`src/rtl/turn_scheduler_if.sv`:
```
// Control-unit <-> turn scheduler handshake bundle: setup, move/miss requests,
// and the board-state view read by the display datapath.
interface turn_scheduler_if;
    logic       cfg_we;
    logic [3:0] key;
    logic       start;
    logic       move_req;
    logic       miss_req;
    logic       ready;
    logic       ack;
    logic [2:0] num_players;
    logic [1:0] cur_player;
    logic [4:0] cur_pos;
    logic [2:0] cur_tails;
    logic       win;
    logic [1:0] winner;
    logic [2:0] state;

    modport master (
        output cfg_we, key, start, move_req, miss_req,
        input  ready, ack, num_players, cur_player, cur_pos, cur_tails, win, winner, state
    );

    modport slave (
        input  cfg_we, key, start, move_req, miss_req,
        output ready, ack, num_players, cur_player, cur_pos, cur_tails, win, winner, state
    );
endinterface

```
`src/rtl/turn_scheduler.sv`:
```
// Chicken-game turn scheduler: owns player positions/tails, rotates turns,
// applies moves with captures and raises a sticky win flag.
module turn_scheduler #(
    parameter int TRACK_LEN = 24,
    parameter int SPACING   = 6
) (
    input logic             clk,
    input logic             rst,
    turn_scheduler_if.slave sched_if
);

    typedef enum logic [2:0] {
        S_IDLE   = 3'd0,
        S_CONFIG = 3'd1,
        S_PLAY   = 3'd2,
        S_MOVE   = 3'd3,
        S_CHECK  = 3'd4,
        S_NEXT   = 3'd5,
        S_WIN    = 3'd6
    } state_e;

    localparam logic [4:0] TRACK_END = 5'(TRACK_LEN);

    state_e     state_q, state_d;
    logic [2:0] num_q, num_d;
    logic [1:0] cur_q, cur_d;
    logic [4:0] pos_q   [4];
    logic [4:0] pos_d   [4];
    logic [2:0] tails_q [4];
    logic [2:0] tails_d [4];
    logic       ready_q, ready_d;
    logic       ack_q, ack_d;
    logic       win_q, win_d;
    logic [1:0] winner_q, winner_d;
    logic [4:0] cur_pos_q;
    logic [2:0] cur_tails_q;

    logic [2:0] cap_tails;
    logic [4:0] pos_inc;
    logic [1:0] step;
    logic [1:0] next_cur;
    logic       found;

    function automatic logic [1:0] wrap_inc(input logic [1:0] p, input logic [2:0] n);
        return ({1'b0, p} == n - 3'd1) ? 2'd0 : p + 2'd1;
    endfunction

    // NOTE: sequential state uses non-blocking assignments so every register
    // samples pre-edge values; blocking here would create order-dependent races.
    always_ff @(posedge clk or posedge rst) begin
        if (rst) state_q <= S_IDLE;
        else     state_q <= state_d;
    end

    always_comb begin
        // NOTE: every variable gets a default before the case so no path
        // leaves one unassigned, which would infer a latch.
        state_d   = state_q;
        num_d     = num_q;
        cur_d     = cur_q;
        pos_d     = pos_q;
        tails_d   = tails_q;
        ack_d     = 1'b0;
        win_d     = win_q;
        winner_d  = winner_q;
        cap_tails = tails_q[cur_q];
        pos_inc   = pos_q[cur_q] + 5'd1;
        step      = cur_q;
        next_cur  = cur_q;
        found     = 1'b0;

        case (state_q)
            S_IDLE: begin
                if (sched_if.cfg_we) state_d = S_CONFIG;
            end
            S_CONFIG: begin
                if (sched_if.cfg_we && sched_if.key >= 4'd2 && sched_if.key <= 4'd4)
                    num_d = sched_if.key[2:0];
                if (sched_if.start && num_q != 3'd0) begin
                    state_d = S_PLAY;
                    cur_d   = 2'd0;
                    for (int i = 0; i < 4; i++) begin
                        if (3'(i) < num_q) begin
                            pos_d[i]   = 5'(i * SPACING);
                            tails_d[i] = 3'd1;
                        end else begin
                            pos_d[i]   = 5'd0;
                            tails_d[i] = 3'd0;
                        end
                    end
                end
            end
            S_PLAY: begin
                // move wins a same-cycle collision; the miss is dropped
                if (ready_q && sched_if.move_req)      state_d = S_MOVE;
                else if (ready_q && sched_if.miss_req) state_d = S_NEXT;
            end
            S_MOVE: begin
                pos_d[cur_q] = (pos_inc == TRACK_END) ? 5'd0 : pos_inc;
                state_d      = S_CHECK;
            end
            S_CHECK: begin
                for (int j = 0; j < 4; j++) begin
                    if (2'(j) != cur_q && 3'(j) < num_q && tails_q[j] != 3'd0 &&
                        pos_q[j] == pos_q[cur_q]) begin
                        cap_tails  = cap_tails + tails_q[j];
                        tails_d[j] = 3'd0;
                    end
                end
                tails_d[cur_q] = cap_tails;
                ack_d          = 1'b1;
                if (cap_tails == num_q) begin
                    win_d    = 1'b1;
                    winner_d = cur_q;
                    state_d  = S_WIN;
                end else begin
                    state_d = S_PLAY;
                end
            end
            S_NEXT: begin
                // first player after cur that still holds tails
                for (int k = 0; k < 3; k++) begin
                    step = wrap_inc(step, num_q);
                    if (!found && tails_q[step] != 3'd0) begin
                        next_cur = step;
                        found    = 1'b1;
                    end
                end
                cur_d   = next_cur;
                ack_d   = 1'b1;
                state_d = S_PLAY;
            end
            S_WIN: begin
            end
            default: state_d = S_IDLE;
        endcase
    end

    // ready stays low through the ack cycle so one request completes per handshake
    assign ready_d = (state_d == S_PLAY) && !ack_d;

    always_ff @(posedge clk or posedge rst) begin
        if (rst) begin
            num_q       <= 3'd0;
            cur_q       <= 2'd0;
            ready_q     <= 1'b0;
            ack_q       <= 1'b0;
            win_q       <= 1'b0;
            winner_q    <= 2'd0;
            cur_pos_q   <= 5'd0;
            cur_tails_q <= 3'd0;
            // NOTE: the board arrays are reset because a reset game must show
            // zeroed positions/tails; they are small flops, not RAM.
            for (int i = 0; i < 4; i++) begin
                pos_q[i]   <= 5'd0;
                tails_q[i] <= 3'd0;
            end
        end else begin
            num_q       <= num_d;
            cur_q       <= cur_d;
            ready_q     <= ready_d;
            ack_q       <= ack_d;
            win_q       <= win_d;
            winner_q    <= winner_d;
            cur_pos_q   <= pos_d[cur_d];
            cur_tails_q <= tails_d[cur_d];
            for (int i = 0; i < 4; i++) begin
                pos_q[i]   <= pos_d[i];
                tails_q[i] <= tails_d[i];
            end
        end
    end

    assign sched_if.ready       = ready_q;
    assign sched_if.ack         = ack_q;
    assign sched_if.num_players = num_q;
    assign sched_if.cur_player  = cur_q;
    assign sched_if.cur_pos     = cur_pos_q;
    assign sched_if.cur_tails   = cur_tails_q;
    assign sched_if.win         = win_q;
    assign sched_if.winner      = winner_q;
    assign sched_if.state       = state_q;

endmodule
```
`src/flat_wrapper.sv`:
```
// flat-port wrapper written by rule: the top's interface ports become plain ports
module turn_scheduler_flat 
#(
    parameter int TRACK_LEN = 24,
    parameter int SPACING   = 6
)
  (clk, rst, sched_if_cfg_we, sched_if_key, sched_if_start, sched_if_move_req, sched_if_miss_req, sched_if_ready, sched_if_ack, sched_if_num_players, sched_if_cur_player, sched_if_cur_pos, sched_if_cur_tails, sched_if_win, sched_if_winner, sched_if_state);
  turn_scheduler_if sched_if_i ();
  input logic clk;
  input logic rst;
  input wire logic [$bits(sched_if_i.cfg_we)-1:0] sched_if_cfg_we;
  input wire logic [$bits(sched_if_i.key)-1:0] sched_if_key;
  input wire logic [$bits(sched_if_i.start)-1:0] sched_if_start;
  input wire logic [$bits(sched_if_i.move_req)-1:0] sched_if_move_req;
  input wire logic [$bits(sched_if_i.miss_req)-1:0] sched_if_miss_req;
  output wire logic [$bits(sched_if_i.ready)-1:0] sched_if_ready;
  output wire logic [$bits(sched_if_i.ack)-1:0] sched_if_ack;
  output wire logic [$bits(sched_if_i.num_players)-1:0] sched_if_num_players;
  output wire logic [$bits(sched_if_i.cur_player)-1:0] sched_if_cur_player;
  output wire logic [$bits(sched_if_i.cur_pos)-1:0] sched_if_cur_pos;
  output wire logic [$bits(sched_if_i.cur_tails)-1:0] sched_if_cur_tails;
  output wire logic [$bits(sched_if_i.win)-1:0] sched_if_win;
  output wire logic [$bits(sched_if_i.winner)-1:0] sched_if_winner;
  output wire logic [$bits(sched_if_i.state)-1:0] sched_if_state;
  assign sched_if_i.cfg_we = sched_if_cfg_we;
  assign sched_if_i.key = sched_if_key;
  assign sched_if_i.start = sched_if_start;
  assign sched_if_i.move_req = sched_if_move_req;
  assign sched_if_i.miss_req = sched_if_miss_req;
  assign sched_if_ready = sched_if_i.ready;
  assign sched_if_ack = sched_if_i.ack;
  assign sched_if_num_players = sched_if_i.num_players;
  assign sched_if_cur_player = sched_if_i.cur_player;
  assign sched_if_cur_pos = sched_if_i.cur_pos;
  assign sched_if_cur_tails = sched_if_i.cur_tails;
  assign sched_if_win = sched_if_i.win;
  assign sched_if_winner = sched_if_i.winner;
  assign sched_if_state = sched_if_i.state;
  turn_scheduler #(.TRACK_LEN(TRACK_LEN), .SPACING(SPACING)) u_core (.clk(clk), .rst(rst), .sched_if(sched_if_i));
endmodule
```
`config.mk`:
```
export PLATFORM = sky130hd
export DESIGN_NAME = turn_scheduler_flat
export DESIGN_NICKNAME = d
export VERILOG_FILES = /design/src/rtl/turn_scheduler_if.sv /design/src/rtl/turn_scheduler.sv /design/src/flat_wrapper.sv
export SDC_FILE = /design/constraint.sdc
export NUM_CORES = 1
export LEC_CHECK = 0
export ABC_AREA = 1
export ABC_CLOCK_PERIOD_IN_PS = 7810
export BUFFER_PORTS_ARGS = -buffer_cell sky130_fd_sc_hd__buf_2
export CAP_MARGIN = 0
export CORE_MARGIN = 1.5
export CORE_UTILIZATION = 40
export DETAILED_ROUTE_END_ITERATION = 7
export HOLD_SLACK_MARGIN = 0.03
export SETUP_SLACK_MARGIN = 0.15
export SYNTH_ARGS = -nofsm -noshare
export SYNTH_HDL_FRONTEND = slang
export SYNTH_SLANG_ARGS = --single-unit
```
`constraint.sdc`:
```
create_clock -name clk -period 7.81 [get_ports clk]
set_clock_uncertainty 0.2 [all_clocks]
set_input_delay 0 -clock clk [delete_from_list [all_inputs] [get_ports clk]]
set_output_delay 0 -clock clk [all_outputs]
set_load 0.01 [all_outputs]
```
==> results of run 1 <==
-- cell usage in the layout, fill, tap and decap left out, types with 4 or more instances in the layout --
cell	netlist	routed
a21oi_1	41	41
and2_1	4	4
buf_2	2	30
clkbuf_16	0	5
dfrtp_1	53	53
dlygate4sd3_1	0	13
fa_1	4	4
ha_1	12	12
inv_1	93	92
inv_2	4	5
nand2_1	198	198
nand2_2	17	17
nand3_1	96	96
nand3_2	19	19
nand3b_1	4	4
nor2_1	44	44
nor2_2	4	4
nor3_1	4	4
o21ai_0	42	42
o21ai_1	5	5
or2_2	4	4
xor2_1	6	6
-- sequential cells by signal (all words and copies together), names as in the netlist --
signal                       flops
u_core.sched_if.winner           2
u_core.sched_if.num_players      3
u_core.sched_if.cur_player       2
u_core.sched_if.ready            1
u_core.tails_q                  12
u_core.sched_if.cur_tails        3
u_core.sched_if.ack              1
u_core.sched_if.state            3
u_core.sched_if.cur_pos          5
u_core.pos_q                    20
u_core.sched_if.win              1
-- how the worst min path moves through the flow --
stage,from,end,slack [ps]
6_report,sched_if_start,u_core.sched_if.state[1],70
3_3_place_gp,rst,u_core.pos_q[1],30
3_5_place_dp,rst,u_core.pos_q[1],40
5_1_grt,sched_if_start,u_core.sched_if.state[1],80
2_1_floorplan,sched_if_key[0],u_core.sched_if.num_players[0],-80
4_1_cts,sched_if_start,u_core.sched_if.state[1],60
-- per-layer routing --
layer  track usage, %  vias to the layer above  share of wire (%)
met5                0                        -                  0
li1                 -                     2387                  -
met2             43.9                      176                 48
met3             6.29                       33                7.6
met1             33.4                     2319                 42
met4             9.11                        0                2.3
-- timing repair --
action                     CTS  global route
hold endpoints to repair    60             0
hold buffers                13             0
setup endpoints to repair    0             0
-- report_power, final --
part | internal, mW | switching [mW]
clock | 0.160 | 0.111
sequential | 0.377 | 0.136
combinational | 0.592 | 1.22
total | 1.13 | 1.46
-- area by class of cell --
type                            count  area (µm²)
Tap cell                          143         179
Inverter                           99         374
Timing Repair Buffer               46         303
Sequential cell                    53        1330
Multi-Input combinational cell    543        2880
Clock inverter                      2        37.5
Clock buffer                        6         139
Fill cell                        1229        6180
-- cell families (layout without fill, tap and decap cells) --
group,count (synthesis),count (layout)
buffers and inverters,114,153
DFF,53,53
and+or+nand+nor,403,403
xor gates and xnor gates,9,9
AOI/OAI and AO/OA,115,115
adders and majority gates,16,16
-- worst max-delay path, cell delays in order (launching register included) --
cell	delay [ps]
dfrtp_1	990
inv_2	420
ha_1	450
inv_1	330
nand2_1	90
nor2_1	110
nand3_1	80
inv_1	120
nand3_1	230
nand2_1	150
and2_1	140
ha_1	160
fa_1	410
nand2_1	100
nand2_1	70
fa_1	450
or2_2	320
and2_1	180
fa_1	390
or2_2	310
a21oi_2	180
inv_1	70
nand3_2	120
a21oi_1	90
nor2_2	130
nand3_2	160
nand2_1	90
o21ai_1	60
==> flow_summary_export.csv, run 1 <==
group,metric,value,unit
status,outcome,"finished, final reports clean",
finish,stdcell_count,892,
synthesis,synth_common_cells,"198 x nand2_1, 96 x nand3_1, 93 x inv_1, 53 x dfrtp_1, 44 x nor2_1",
synthesis,seq_area_frac_synth,28.3,%
floorplan,die_area,0.0124,mm²
drt,vias_per_cell,5.51,
setup_path,r2r_setup_slack,1100,ps
setup_path,worstSetupPathType,"reg -> reg",
setup_path,rr_worst_depth,27,
synthesis,yosysUniqueCellTypes,50,
setup_path,required,7790,ps
synthesis,synth_top_area_share,28.3,%
pwr,p_leak,2.77,nW
setup_path,arrival,6690,ps
cts,cts_tree,"built",
timing,setup_slack,1100,ps
pwr,ir_drop,0.302,mV
cts,numCtsBuffers,5,
synthesis,yosysWarnings,0,
finish,drive_gt1_share,13.5,%
drt,wl,15800,µm
global_route,grt_pass1_wl,25400,µm
timing,period_needed,6710,ps
global_route,antenna_found_initial,0,
pwr,power_density,495,mW/mm²
place,dpl_cell_area,0.00494,mm²
setup_path,rr_startpoint,"u_core.sched_if.cur_player[0]",
drt,dr.pass1.iters,5,
place,place.port_buffers,30,
drt,post_drt_wl_per_cell,17.8,µm
place,hpwlAfterDp,11900,µm
timing,setup_viol,0,
synthesis,synth_xor_area_share,1.98,%
cts,clock_latency,320,ps
synthesis,synth_top_family_by_area,"simple AND/OR/NAND/NOR gates",
timing,max_slew_margin,20.2,%
synthesis,syn_nets,736,
setup_path,end_kind,"register",
finish,nets,774,
timing,setup_tns,0,ps
synthesis,synthCells,710,
cts,post_cts_resize_count,0,
finish,diodes,0,
synthesis,yosysTopAreaCell,"dfrtp_1",
pwr,power.total,2.59,mW
global_route,grt_max_degree,54,
global_route,grt_usage,26.4,%
drt,drc_errors,0,
drt,drt_iter0_markers,315,
timing,hold_viol_final,0,
place,placed_cells,871,
run,maxCapViolations,0,
synthesis,syn-cell-area,0.00468,mm²
floorplan,die_w,111,µm
timing,whs,72.7,ps
synthesis,yosys.area_share.simple,40.5,%
floorplan,num_rows,39,
drt,ant_nets,0,
floorplan,coreArea,0.0114,mm²
finish,fin_area,0.00524,mm²
timing,period_share,85.9,%
synthesis,synth_seq_cells,53,
setup_path,crit_path_end,"u_core.sched_if.winner[0]",
synthesis,synthArstFlopShare,100,%
synthesis,synth_fa_ha_area_share,4.91,%
synthesis,synth_edf_count,0,
timing,report.final.slew_viol_count,0,
cts,clk_pin_slew,70,ps
global_route,grt_pass1_vias,4805,
cts,max-clock-path-buffers,2,
timing,rsz0062_at_grt,"no",
setup_path,r2r_end,"u_core.sched_if.winner[0]",
place,dp_slack,1180,ps
min_path,hold_path_class,"in -> reg",
cts,post_cts_buffers,0,
place,gp_congestion,0.944,
synthesis,muxShareOfSynthArea,0,%
setup_path,cp_max_fo,27,
synthesis,avgSynthCellArea,6.60,µm²
timing,max_freq,149,MHz
finish,fin_util,45.9,%
synthesis,ys.flop_type,"dfrtp_1",
setup_path,crit_path_start,"u_core.sched_if.cur_player[0]",
floorplan,die-height,111,µm
global_route,grt.overflow.total,0,
floorplan,floorplan.initialDensity,41.0,%
cts,cts_root_buf,"clkbuf_16",
setup_path,cp-start-kind,"register",
cts,cts_sinks,53,
min_path,hold_path_depth,5,
cts,cts_max_level,2,
synthesis,synth_compound_area_share,14.2,%
drt,num_vias,4915,
finish,syn2layout_area_growth,11.9,%
floorplan,ioPinCount,31,
timing,tightest_slew,1170,ps
synthesis,synth.most_common_cell,"nand2_1",
synthesis,synthTopCellsByArea,"dfrtp_1 28%, nand2_1 16%, nand3_1 10%",
(Power assumes the default switching activity.)
==> inputs of run 2 (changes only) <==
ABC_CLOCK_PERIOD_IN_PS = 8010   (was 7810)
CTS_BUF_LIST = sky130_fd_sc_hd__clkbuf_4   (was not set)
clock period = 8.01 ns   (was 7.81 ns; I/O delays follow)
==> run 2 against run 1 <==
Non-clock buffer count grew 1. Fmax shrank 0.62%. Die area is the same. Wire length shrank 0.42%. Clock-buffer cell count shrank 1. Combinational power shrank 3%. Design area shrank 1.6%. Clock power shrank 39%. Global-route usage shrank 0.064 points. Highest routed layer unchanged. Hold slack gained 8.0 ps.
==> flow_summary_export.csv, run 2 (synthesized netlist as in run 1, its figures left out) <==
group,metric,value,unit
status,outcome,"finished, final reports clean",
cts,clk_pin_slew,180,ps
setup_path,crit_path_end,"u_core.sched_if.winner[0]",
timing,max_slew_margin,33.4,%
floorplan,num_rows,39,
pwr,p_leak,2.74,nW
timing,report.final.slew_viol_count,0,
finish,drive_gt1_share,13.5,%
timing,tightest_slew,999,ps
cts,cts_tree,"built",
finish,stdcell_count,893,
setup_path,r2r_end,"u_core.sched_if.winner[0]",
global_route,grt_max_degree,54,
global_route,top_usage_layer,"met2",
setup_path,r2r_setup_slack,1260,ps
place,place.port_buffers,30,
global_route,grt_usage,26.3,%
drt,vias_per_cell,5.56,
floorplan,die-height,111,µm
setup_path,cp-start-kind,"register",
timing,setup_viol,0,
place,gp_congestion,0.944,
timing,max_freq,148,MHz
floorplan,die_area,0.0124,mm²
finish,most-common-layout-cells,"198 x nand2_1, 96 x nand3_1, 92 x inv_1, 53 x dfrtp_1, 44 x nor2_1",
cts,numCtsBuffers,5,
timing,period_needed,6750,ps
setup_path,arrival,6870,ps
global_route,grt_pass1_vias,4811,
run,maxCapViolations,0,
drt,dr.pass1.iters,5,
global_route,met2_usage,43.8,%
floorplan,die_w,111,µm
cts,cts_root_buf,"clkbuf_4",
setup_path,cp_max_fo,27,
global_route,antenna_found_initial,0,
drt,drc_errors,0,
cts,cts_max_level,2,
pwr,ir_drop,0.310,mV
drt,num_vias,4961,
pwr,power_density,470,mW/mm²
timing,setup_tns,0,ps
finish,syn2layout_area_growth,10.1,%
timing,period_share,84.3,%
finish,largest_register_ffs,20,
floorplan,coreArea,0.0114,mm²
drt,ant_nets,0,
min_path,hold_path_class,"in -> async",
setup_path,rr_startpoint,"u_core.sched_if.cur_player[0]",
cts,clock_latency,440,ps
cts,post_cts_resize_count,0,
timing,rsz0062_at_grt,"no",
global_route,grt.overflow.total,0,
setup_path,worstSetupPathType,"reg -> reg",
timing,whs,80.7,ps
timing,hold_viol_final,0,
cts,cts_sinks,53,
global_route,grt_util_met3,4.98,%
cts,max-clock-path-buffers,2,
setup_path,end_kind,"register",
setup_path,required,8120,ps
floorplan,ioPinCount,31,
place,hpwlAfterDp,11900,µm
drt,post_drt_wl_per_cell,17.7,µm
place,placed_cells,871,
global_route,use_met1,34.0,%
finish,top_register,"u_core.pos_q",
finish,nets,775,
global_route,grt_pass1_wl,25600,µm
finish,diodes,0,
drt,drt_iter0_markers,300,
drt,wl,15800,µm
setup_path,rr_worst_depth,27,
setup_path,crit_path_start,"u_core.sched_if.cur_player[0]",
floorplan,floorplan.initialDensity,41.0,%
finish,layout_commonest_cell,"nand2_1",
==> run 2: worst min path at each step <==
stage,startpoint,cells past startpoint,slack (ps),end
floorplan,sched_if_key[0],2,-80,u_core.sched_if.num_players[0]
global placement,rst,3,30,u_core.pos_q[1]
detailed placement,sched_if_key[0],3,30,u_core.sched_if.num_players[0]
CTS,rst,4,90,u_core.pos_q[11]
global route,rst,4,160,u_core.pos_q[11]
finish,rst,4,80,u_core.pos_q[11]
==> run 2: layer usage <==
layer,vias to the layer above,wire [µm]
li1,2386,-
met1,2368,6750
met2,171,7520
met3,36,1040
met4,0,449
met5,-,0
==> run 2: what timing repair did <==
item | CTS | global route
endpoints found under the hold margin | 63 | 0
hold buffers | 14 | 0
setup buffers | 0 | 0
setup endpoints to repair | 0 | 0
==> run 2: per-stage QoR <==
| stage | instance area [µm²] | setup slack, ps | power, mW | utilization, % |
|---|---|---|---|---|
| 3_3_place_gp | 4940 | 1620 | 2.21 | 43.2 |
| 3_5_place_dp | 4940 | 1360 | 2.22 | 43.2 |
| 2_1_floorplan | 4680 | 2610 | 1.78 | - |
| 5_1_grt | 5160 | 739 | 2.67 | 45.2 |
| 4_1_cts | 5160 | 1300 | 2.41 | 45.2 |
| 6_report | 5160 | 1260 | 2.42 | 45.2 |
==> run 2: report_power, final <==
group | switching [mW] | internal, mW | leakage (nW) | total (mW)
registers | 0.133 | 0.367 | 0.700 | 0.499
logic | 1.18 | 0.577 | 1.99 | 1.76
clock network | 0.0998 | 0.0661 | 0.0414 | 0.166
==> run 2: area by class of cell <==
cell class | count | area [µm²]
Fill cell | 1243 | 6260
Multi-Input combinational cell | 543 | 2880
Sequential cell | 53 | 1330
Inverter | 99 | 374
Timing Repair Buffer | 47 | 313
Tap cell | 143 | 179
Clock inverter | 3 | 46.3
Clock buffer | 5 | 37.5
==> run 2: worst max-delay path: stages (launching register included) <==
cell,delay [ps]
dfrtp_1,1030
inv_2,420
ha_1,450
inv_1,380
nand2_1,100
nor2_1,110
nand3_1,80
inv_1,120
nand3_1,210
nand2_1,130
and2_1,130
ha_1,160
fa_1,410
nand2_1,100
nand2_1,70
fa_1,440
or2_2,320
and2_1,180
fa_1,390
or2_2,310
a21oi_2,170
inv_1,70
nand3_2,120
a21oi_1,90
nor2_2,130
nand3_2,160
nand2_1,90
o21ai_1,60
